### src/rtl/encrypt_feeder_if.sv
// Word stream interface used on both sides of the encrypt feeder.
// Handshake: a word moves on a rising clock edge where valid and ready are
// both 1. Once the master raises valid it keeps valid and data stable until
// that transfer. ready may change freely and never depends on valid in the
// same cycle.
interface encrypt_feeder_if #(
  parameter int W = 32
);
  logic         valid;
  logic         ready;
  logic [W-1:0] data;

  modport master (output valid, output data, input ready);
  modport slave  (input valid, input data, output ready);
endinterface

### src/rtl/encrypt_feeder.sv
// Collects plaintext words into one block, hands the block and the held key
// to an external encrypt core, waits (with a timeout) for the core, then
// streams the ciphertext back out one word at a time, first word = MSW.
// Only one block is in flight; input is refused from START until DRAIN ends.
// BLOCK_W must be a whole multiple of WORD_W.
module encrypt_feeder #(
  parameter int WORD_W         = 32,
  parameter int BLOCK_W        = 128,
  parameter int TIMEOUT_CYCLES = 1024
) (
  input  logic               clk,
  input  logic               rst_n,
  input  logic [BLOCK_W-1:0] key_in,
  input  logic               key_we,
  encrypt_feeder_if.slave    s,
  output logic               enc_start,
  input  logic               enc_finished,
  output logic [BLOCK_W-1:0] enc_plaintext,
  output logic [BLOCK_W-1:0] enc_key,
  input  logic [BLOCK_W-1:0] enc_ciphertext,
  encrypt_feeder_if.master   m,
  output logic               busy,
  output logic               timeout_err,
  output logic [1:0]         dbg_state
);

  localparam int NWORDS = BLOCK_W / WORD_W;
  localparam int CNT_W  = (NWORDS > 1) ? $clog2(NWORDS) : 1;
  localparam int TMO_W  = $clog2(TIMEOUT_CYCLES + 1);
  localparam logic [CNT_W-1:0] LAST_WORD = CNT_W'(NWORDS - 1);
  localparam logic [TMO_W-1:0] TMO_LAST  = TMO_W'(TIMEOUT_CYCLES - 1);

  typedef enum logic [1:0] {
    ST_COLLECT = 2'd0,
    ST_START   = 2'd1,
    ST_WAIT    = 2'd2,
    ST_DRAIN   = 2'd3
  } state_t;

  state_t             state_q;
  logic [CNT_W-1:0]   in_cnt_q;
  logic [CNT_W-1:0]   out_cnt_q;
  logic [TMO_W-1:0]   wait_cnt_q;
  logic [BLOCK_W-1:0] pt_q;
  logic [BLOCK_W-1:0] pt_d;
  logic [BLOCK_W-1:0] key_q;
  logic [BLOCK_W-1:0] out_q;
  logic               tmo_err_q;
  logic               s_ready_q;
  logic               enc_start_q;
  logic               m_valid_q;
  logic               busy_q;

  // Plaintext with the incoming word dropped into the slot of the current word index.
  always_comb begin
    pt_d = pt_q;
    for (int k = 0; k < NWORDS; k++) begin
      if (in_cnt_q == CNT_W'(k)) begin
        pt_d[BLOCK_W-1-k*WORD_W -: WORD_W] = s.data;
      end
    end
  end

  // Control FSM with registered handshake/status outputs and the datapath registers.
  always_ff @(posedge clk) begin
    if (!rst_n) begin
      state_q     <= ST_COLLECT;
      in_cnt_q    <= '0;
      out_cnt_q   <= '0;
      wait_cnt_q  <= '0;
      pt_q        <= '0;
      key_q       <= '0;
      out_q       <= '0;
      tmo_err_q   <= 1'b0;
      s_ready_q   <= 1'b1;
      enc_start_q <= 1'b0;
      m_valid_q   <= 1'b0;
      busy_q      <= 1'b0;
    end else begin
      case (state_q)
        ST_COLLECT: begin
          if (key_we) key_q <= key_in;
          if (s.valid) begin
            pt_q <= pt_d;
            if (in_cnt_q == LAST_WORD) begin
              in_cnt_q    <= '0;
              state_q     <= ST_START;
              s_ready_q   <= 1'b0;
              enc_start_q <= 1'b1;
              busy_q      <= 1'b1;
            end else begin
              in_cnt_q <= in_cnt_q + CNT_W'(1);
            end
          end
        end
        ST_START: begin
          // Single-cycle start pulse; the timeout count begins fresh for this block.
          enc_start_q <= 1'b0;
          wait_cnt_q  <= '0;
          state_q     <= ST_WAIT;
        end
        ST_WAIT: begin
          // A finish on the final allowed cycle still counts as success.
          if (enc_finished) begin
            out_q     <= enc_ciphertext;
            out_cnt_q <= '0;
            m_valid_q <= 1'b1;
            state_q   <= ST_DRAIN;
          end else if (wait_cnt_q == TMO_LAST) begin
            tmo_err_q <= 1'b1;
            s_ready_q <= 1'b1;
            busy_q    <= 1'b0;
            state_q   <= ST_COLLECT;
          end else begin
            wait_cnt_q <= wait_cnt_q + TMO_W'(1);
          end
        end
        ST_DRAIN: begin
          if (key_we) key_q <= key_in;
          if (m.ready) begin
            // Shifting keeps the next word at the top of the register.
            out_q <= out_q << WORD_W;
            if (out_cnt_q == LAST_WORD) begin
              out_cnt_q <= '0;
              m_valid_q <= 1'b0;
              s_ready_q <= 1'b1;
              busy_q    <= 1'b0;
              state_q   <= ST_COLLECT;
            end else begin
              out_cnt_q <= out_cnt_q + CNT_W'(1);
            end
          end
        end
        default: begin
          state_q     <= ST_COLLECT;
          s_ready_q   <= 1'b1;
          enc_start_q <= 1'b0;
          m_valid_q   <= 1'b0;
          busy_q      <= 1'b0;
        end
      endcase
    end
  end

  assign s.ready       = s_ready_q;
  assign m.valid       = m_valid_q;
  assign m.data        = out_q[BLOCK_W-1 -: WORD_W];
  assign enc_start     = enc_start_q;
  assign enc_plaintext = pt_q;
  assign enc_key       = key_q;
  assign busy          = busy_q;
  assign timeout_err   = tmo_err_q;
  assign dbg_state     = state_q;

endmodule

### src/flat_wrapper.sv
// flat-port wrapper written by rule: the top's interface ports become plain ports
module encrypt_feeder_flat 
#(
  parameter int WORD_W         = 32,
  parameter int BLOCK_W        = 128,
  parameter int TIMEOUT_CYCLES = 1024
)
  (clk, rst_n, key_in, key_we, enc_start, enc_finished, enc_plaintext, enc_key, enc_ciphertext, busy, timeout_err, dbg_state, s_valid, s_data, s_ready, m_valid, m_data, m_ready);
  encrypt_feeder_if s_i ();
  encrypt_feeder_if m_i ();
  input  logic clk;
  input  logic rst_n;
  input  logic [BLOCK_W-1:0] key_in;
  input  logic key_we;
  output logic enc_start;
  input  logic enc_finished;
  output logic [BLOCK_W-1:0] enc_plaintext;
  output logic [BLOCK_W-1:0] enc_key;
  input  logic [BLOCK_W-1:0] enc_ciphertext;
  output logic busy;
  output logic timeout_err;
  output logic [1:0] dbg_state;
  input wire logic [$bits(s_i.valid)-1:0] s_valid;
  input wire logic [$bits(s_i.data)-1:0] s_data;
  output wire logic [$bits(s_i.ready)-1:0] s_ready;
  output wire logic [$bits(m_i.valid)-1:0] m_valid;
  output wire logic [$bits(m_i.data)-1:0] m_data;
  input wire logic [$bits(m_i.ready)-1:0] m_ready;
  assign s_i.valid = s_valid;
  assign s_i.data = s_data;
  assign s_ready = s_i.ready;
  assign m_valid = m_i.valid;
  assign m_data = m_i.data;
  assign m_i.ready = m_ready;
  encrypt_feeder #(.WORD_W(WORD_W), .BLOCK_W(BLOCK_W), .TIMEOUT_CYCLES(TIMEOUT_CYCLES)) u_core (.clk(clk), .rst_n(rst_n), .key_in(key_in), .key_we(key_we), .s(s_i), .enc_start(enc_start), .enc_finished(enc_finished), .enc_plaintext(enc_plaintext), .enc_key(enc_key), .enc_ciphertext(enc_ciphertext), .m(m_i), .busy(busy), .timeout_err(timeout_err), .dbg_state(dbg_state));
endmodule
### config.mk
export PLATFORM = sky130hd
export DESIGN_NAME = encrypt_feeder_flat
export DESIGN_NICKNAME = d
export VERILOG_FILES = /design/src/rtl/encrypt_feeder_if.sv /design/src/rtl/encrypt_feeder.sv /design/src/flat_wrapper.sv
export SDC_FILE = /design/constraint.sdc
export NUM_CORES = 1
export LEC_CHECK = 0
export ABC_CLOCK_PERIOD_IN_PS = 4570
export BUFFER_PORTS_ARGS = -buffer_cell sky130_fd_sc_hd__buf_2
export CELL_PAD_IN_SITES_DETAIL_PLACEMENT = 0
export CELL_PAD_IN_SITES_GLOBAL_PLACEMENT = 2
export CORE_MARGIN = 2
export CORE_UTILIZATION = 29
export DETAILED_ROUTE_END_ITERATION = 8
export PLACE_DENSITY = 0.83
export SYNTH_ARGS = -nofsm -noshare
export SYNTH_HDL_FRONTEND = slang
export SYNTH_SLANG_ARGS = --single-unit
### constraint.sdc
create_clock -name clk -period 4.57 [get_ports clk]
set_input_delay 0.6855 -clock clk [delete_from_list [all_inputs] [get_ports clk]]
set_output_delay 0.6855 -clock clk [all_outputs]
set_load 0.02 [all_outputs]
# Word-level counts from Yosys, hierarchy flattened

Index checks and enable logic that the tools add are counted.

Bits of input ports: 294
Output and inout bits: 295
Flip-flop bits (word level): 406

Reduce and logical (&&, ||, !) cells: 20
Bitwise operators: 1
Mux-type cells: 35
Equal/unequal tests: 17
Add/subtract/negate cells: 3

Operators with widths:

| operator                | number |
|---|---|
| $mux W128               | 2 |
| $pmux W128 S2           | 1 |
| $reduce_and A3 Y1       | 8 |
| $mux W11                | 2 |
| $pmux W11 S2            | 1 |
| $mux W2                 | 10 |
| $mux W1                 | 13 |
| $add A11 B1 Y11 const B | 1 |
| $eq A11 B10 Y1 const B  | 1 |
| $eq A2 B2 Y1 const B    | 5 |
| $ne A2 B2 Y1 const B    | 5 |
| $pmux W2 S4             | 1 |
| $reduce_and A7 Y1       | 1 |
| $ne A2 B1 Y1 const B    | 3 |
| $pmux W1 S3             | 2 |
| $reduce_bool A2 Y1      | 3 |
| $reduce_and A5 Y1       | 1 |
| $add A2 B1 Y2 const B   | 2 |
| $eq A2 B1 Y1 const B    | 2 |
| $logic_not A2 Y1        | 2 |
| $pmux W1 S2             | 2 |
| $pmux W2 S2             | 1 |
| $reduce_and A2 Y1       | 2 |
| $reduce_and A4 Y1       | 1 |
| other kinds (4)         | 4 |

# Longest topological paths before layout

Depth after elaboration: 4
Mapped depth: 9
Depth with buffers taken out: 6

# Least setup slack after synthesis

Ideal clock, no wire load.

Path type: register to register
From: reg u_core.state_q[0] (netlist: u_core.dbg_state[0])
To: reg u_core.out_cnt_q[1]
Library setup time: 0.070 ns
Required time: 4.500 ns
Period minus slack after synthesis: 1.946 ns
Path buffers: 2
Setup slack: 2.624 ns
Arrival: 1.875 ns
Cell stages (with the launch flop): 8
Path through: dfxtp_1 inv_1 ha_1 buf_4 o211ai_1 clkbuf_1 nand2_1 a21oi_1

Cells in the longest elaborated chain, start to end: 3
Elaborated cells on any way between the ends: 7
Those cells by class: eq/ne: 4; mux: 1; reduce/logical: 2

RTL lines:

| what                                                                | line                  | text |
|---|---|---|
| start: declaration                                                  | encrypt_feeder.sv:40  | `state_t state_q;` |
| start signal: assignment                                            | encrypt_feeder.sv:67  | `state_q <= ST_COLLECT;` |
| start signal: assignment                                            | encrypt_feeder.sv:87  | `state_q <= ST_START;` |
| start signal: assignment                                            | encrypt_feeder.sv:100 | `state_q <= ST_WAIT;` |
| $eq A2 B2 Y1                                                        | encrypt_feeder.sv:80  | `case (state_q)` |
| $ne A2 B2 Y1 (no source line) or $reduce_bool A2 Y1 (tied branches) | n/a                   |  |
| $reduce_and A3 Y1 (no source line)                                  | n/a                   |  |
| end signal: assignment                                              | encrypt_feeder.sv:130 | `out_cnt_q <= out_cnt_q + CNT_W'(1);` |
| end: declaration                                                    | encrypt_feeder.sv:42  | `logic [CNT_W-1:0] out_cnt_q;` |

Parallel ways exist; a longest one is shown, timed or not.
A chain may end at the register's enable or synchronous reset.

# Final worst setup path

From: reg u_core.state_q[0] (netlist: u_core.dbg_state[0])
To: reg u_core.out_q[66]

Cells in the longest elaborated chain, start to end: 3
Elaborated cells on any way between the ends: 7
Those cells by class: eq/ne: 4; mux: 1; reduce/logical: 2

RTL lines:

| what                                                                | line                  | text |
|---|---|---|
| $eq A2 B2 Y1                                                        | encrypt_feeder.sv:80  |  |
| $ne A2 B2 Y1 (no source line) or $reduce_bool A2 Y1 (tied branches) | n/a                   |  |
| $reduce_and A3 Y1 (no source line)                                  | n/a                   |  |
| end signal: assignment                                              | encrypt_feeder.sv:105 | `out_q <= enc_ciphertext;` |
| end signal: assignment                                              | encrypt_feeder.sv:122 | `out_q <= out_q << WORD_W;` |
| end: declaration                                                    | encrypt_feeder.sv:47  | `logic [BLOCK_W-1:0] out_q;` |

Parallel ways exist; a longest one is shown, timed or not.

==> out/results.txt <==
Commonest cells post-synth -> nand2_1, dfxtp_1, a21oi_1
Bufs on Longest Clock Path -> 3
Routed WL -> 53400 µm
Crit. End Element -> register
post-synth top area cell -> dfxtp_1
detailed placement HPWL -> 37400 µm
Worst EP arrival -> 3.17 ns
io pins -> 589
syn_nets -> 2127
P_leak -> 8.43 nW
drt wl/cell -> 17.6 µm
initial drt markers -> 581
Final Hold Fails -> 0
1st-pass router iterations -> 5
Routed Antenna Nets -> 0
PwrDens -> 494 nW/µm²
CTS Root Cell -> clkbuf_16
slew margin rel. -> 39.3%
clock transition at the registers of the reported paths -> 0.06 ns
fin crit share -> 58.8%
GRT Total Usage -> 18.1%
Final Cell Area -> 20200 µm²
Netlist cell types -> 47
complex-gate fraction of the synthesized area -> 16.3%
critical path class -> reg2reg
CTS Hold Bufs -> 0
Final Max Slew Viols -> 0
row cnt -> 84
synthesis-stage register bit count -> 406
vias per cell -> 4.63
hold path endpoint -> u_core.enc_key[19]$_SDFFE_PN0P_
via count -> 14100
met2 Resource Use GR -> 29.8%
Worst Reg-to-Reg Cells -> 7
cell count after synthesis -> 1821
fraction of power spent switching nets -> 31.5%
most numerous cell in the Yosys netlist -> nand2_1
max cap viols -> 0
RSZ-0062 raised after global routing -> false
Mapped Area -> 15400 µm²
status -> finished clean
overall power -> 9.99 mW
Skew-Pair Late Insertion Delay -> 0.59 ns
clock skew -> 0.0189 ns
Reg area -> 8130 µm²
vias in the first global route -> 13200
Post-Synth XOR/XNOR Area -> 0.114%
DRC viols -> 0
Startpoint Class -> register
GR Util met1 -> 22.3%
worst hold-check path type -> in2reg
Ys Warns -> 0
Inst Count DP -> 2942
area grow syn2layout -> 31.1%
Die X -> 235 µm
async set or reset register ratio after synthesis -> 0%
largest stage delay on the critical path -> 0.63 ns
Die Y -> 235 µm
Comb power frac -> 20.6%
post-CTS setup buffers -> 0
f_max -> 372 MHz
Internal -> 6.84 mW
Place WS -> 1.89 ns
full die area -> 55000 µm²
sw power -> 3.15 mW
Worst Hold Depth -> 3
Worst R2R Setup Slack -> 1.88 ns
initial antenna violation count -> 14
Slowest cell on crit path -> o211a_4
post-synthesis simple-gate area fraction -> 17.9%
# resized after CTS -> 0
CTS Buf Count -> 47
crit path max fanout -> 65
Mean Syn Cell Area -> 8.46 µm²
worst r2r dst -> u_core.out_q[66]$_SDFFE_PN0P_
share of layout cells above drive strength 1 -> 29.7%
main combinational cell family by area after synthesis -> simple AND/OR/NAND/NOR gates
mux share of post-synthesis cell area -> 6.37%
CORE AREA -> 52600 µm²
met3 Track Usage GR -> 4.99%
final setup TNS -> 0 ns
Setup-failing EPs final -> 0
maximum VDD drop -> 297 µV
CTS H-tree depth -> 2
top cells by area, synth -> dfxtp_1, nand2_1, a21oi_1
Fillers -> 5569
busiest grt layer -> met2
Clock power frac -> 38.2%
dpl cell area -> 18600 µm²
hold path start -> key_in[19]
Final WS setup -> 1.88 ns
PortBufs -> 588
Worst Max-Slew Pin Slew -> 0.911 ns
NumNets Final -> 2609
EDFF count, synth -> 0
Yosys top cell area share -> 52.7%
CTS tree -> done
register area share after synthesis -> 52.7%
area of the multi-input gates -> 6460 µm²
Tmin final -> 2.69 ns
first-pass GRT wire length -> 77600 µm
gpl congestion -> 0.804
Worst Path Required -> 5.05 ns
reg2reg start -> u_core.dbg_state[0]$_SDFFE_PN0P_
main flop type after synthesis -> dfxtp_1
register share of total power -> 41.2%
Congestion Overflow GR -> 0
Post-Synth Adder-Cell Area -> 0.974%
pin count of the biggest net entering global routing -> 132
ordered cell list for the critical path -> inv_1 -> ha_1 -> nand2b_1 -> o211a_4 -> buf_4 -> nor2_1 -> a211oi_1
Sink Count -> 406
initial core utilization -> 29.3%
Cell Count, Final, Fillers Out -> 3040
-- layout by cell type, fill, tap and decap left out, drive strengths merged, types with 2 or more instances in the layout --
cell type and instances:
clkbuf 68, o31ai 5, a21oi 272, nand4b 3, a211oi 96, and3 5, or4 3, bufinv 4
diode 11, inv 13, nand3 7, nand2b 4, o211a 2, and2 2, buf 606, mux2i 98
ha 12, nor2 137, or3 2, dfxtp 406, a22oi 32, o21ai 5, clkinv 11, nand2 526
-- flip-flops by register name, summed over array words and instances (netlist names) --
signal,count
u_core.dbg_state,2
u_core.enc_key,128
u_core.timeout_err,1
u_core.busy,1
u_core.wait_cnt_q,11
u_core.s.ready,1
u_core.enc_plaintext,128
u_core.enc_start,1
u_core.out_cnt_q,2
u_core.m.valid,1
u_core.out_q,128
u_core.in_cnt_q,2
-- metal layers --
metal / wire length (µm) / vias up
met3: 3890 / 101
met1: 22400 / 6452
met2: 25300 / 435
met4: 1780 / 2
li1: - / 7079
met5: 16 / -
-- power groups by stage --
stage	Combinational, mW	Sequential (mW)	Clock [mW]
after floorplan	1.04	4.47	0
after global placement	2.07	4.17	0
after detailed placement	2.09	4.19	0
after CTS	2.10	4.11	3.94
after global routing	2.28	4.16	4.07
final	2.06	4.11	3.81
-- metrics by stage --
| stage | utilization [%] | hold slack [ns] |
|---|---|---|
| floorplan | - | 0.436 |
| global placement | 35.4 | 0.438 |
| detailed placement | 35.4 | 0.443 |
| CTS | 38.4 | 0.303 |
| global route | 38.4 | 0.322 |
| finish | 38.4 | 0.351 |
-- kinds of logic after synthesis --
family                   Yosys count
AND/OR/NAND/NOR                  698
AO/OA/AOI/OAI                    422
flip-flops                       406
buffers and inverters            183
multiplexers                      98
adder cells (fa/ha/maj)           12
XOR/XNOR                           2
-- critical path, delay by kind of cell, from the launching register on --
kind | cells | cell delay, ns
AO/OA/AOI/OAI | 2 | 0.86
flip-flops | 1 | 0.48
adder cells (fa/ha/maj) | 1 | 0.35
AND/OR/NAND/NOR | 2 | 0.27
buffers and inverters | 2 | 0.61
-- layout make-up --
cell class                      instances  area share, %
Antenna cell                           11          0.136
Clock buffer                           68           6.61
Clock inverter                         19           1.09
Inverter                               10          0.223
Multi-Input combinational cell       1232           32.0
Sequential cell                       406           40.2
Tap cell                              688           4.26
Timing Repair Buffer                  606           15.5
-- how the worst max path moves through the flow --
stage	from	end	slack, ns
after CTS	u_core.dbg_state[0]$_SDFFE_PN0P_	u_core.out_q[66]$_SDFFE_PN0P_	1.88
after floorplan	u_core.dbg_state[0]$_SDFFE_PN0P_	u_core.out_cnt_q[1]$_SDFFE_PN0P_	2.62
after global routing	u_core.dbg_state[0]$_SDFFE_PN0P_	u_core.out_q[82]$_SDFFE_PN0P_	1.61
final	u_core.dbg_state[0]$_SDFFE_PN0P_	u_core.out_q[66]$_SDFFE_PN0P_	1.88
after detailed placement	u_core.dbg_state[0]$_SDFFE_PN0P_	u_core.out_q[81]$_SDFFE_PN0P_	1.89
after global placement	u_core.dbg_state[0]$_SDFFE_PN0P_	u_core.out_q[111]$_SDFFE_PN0P_	2.06
No activity file was read; power rests on OpenSTA's default activity.
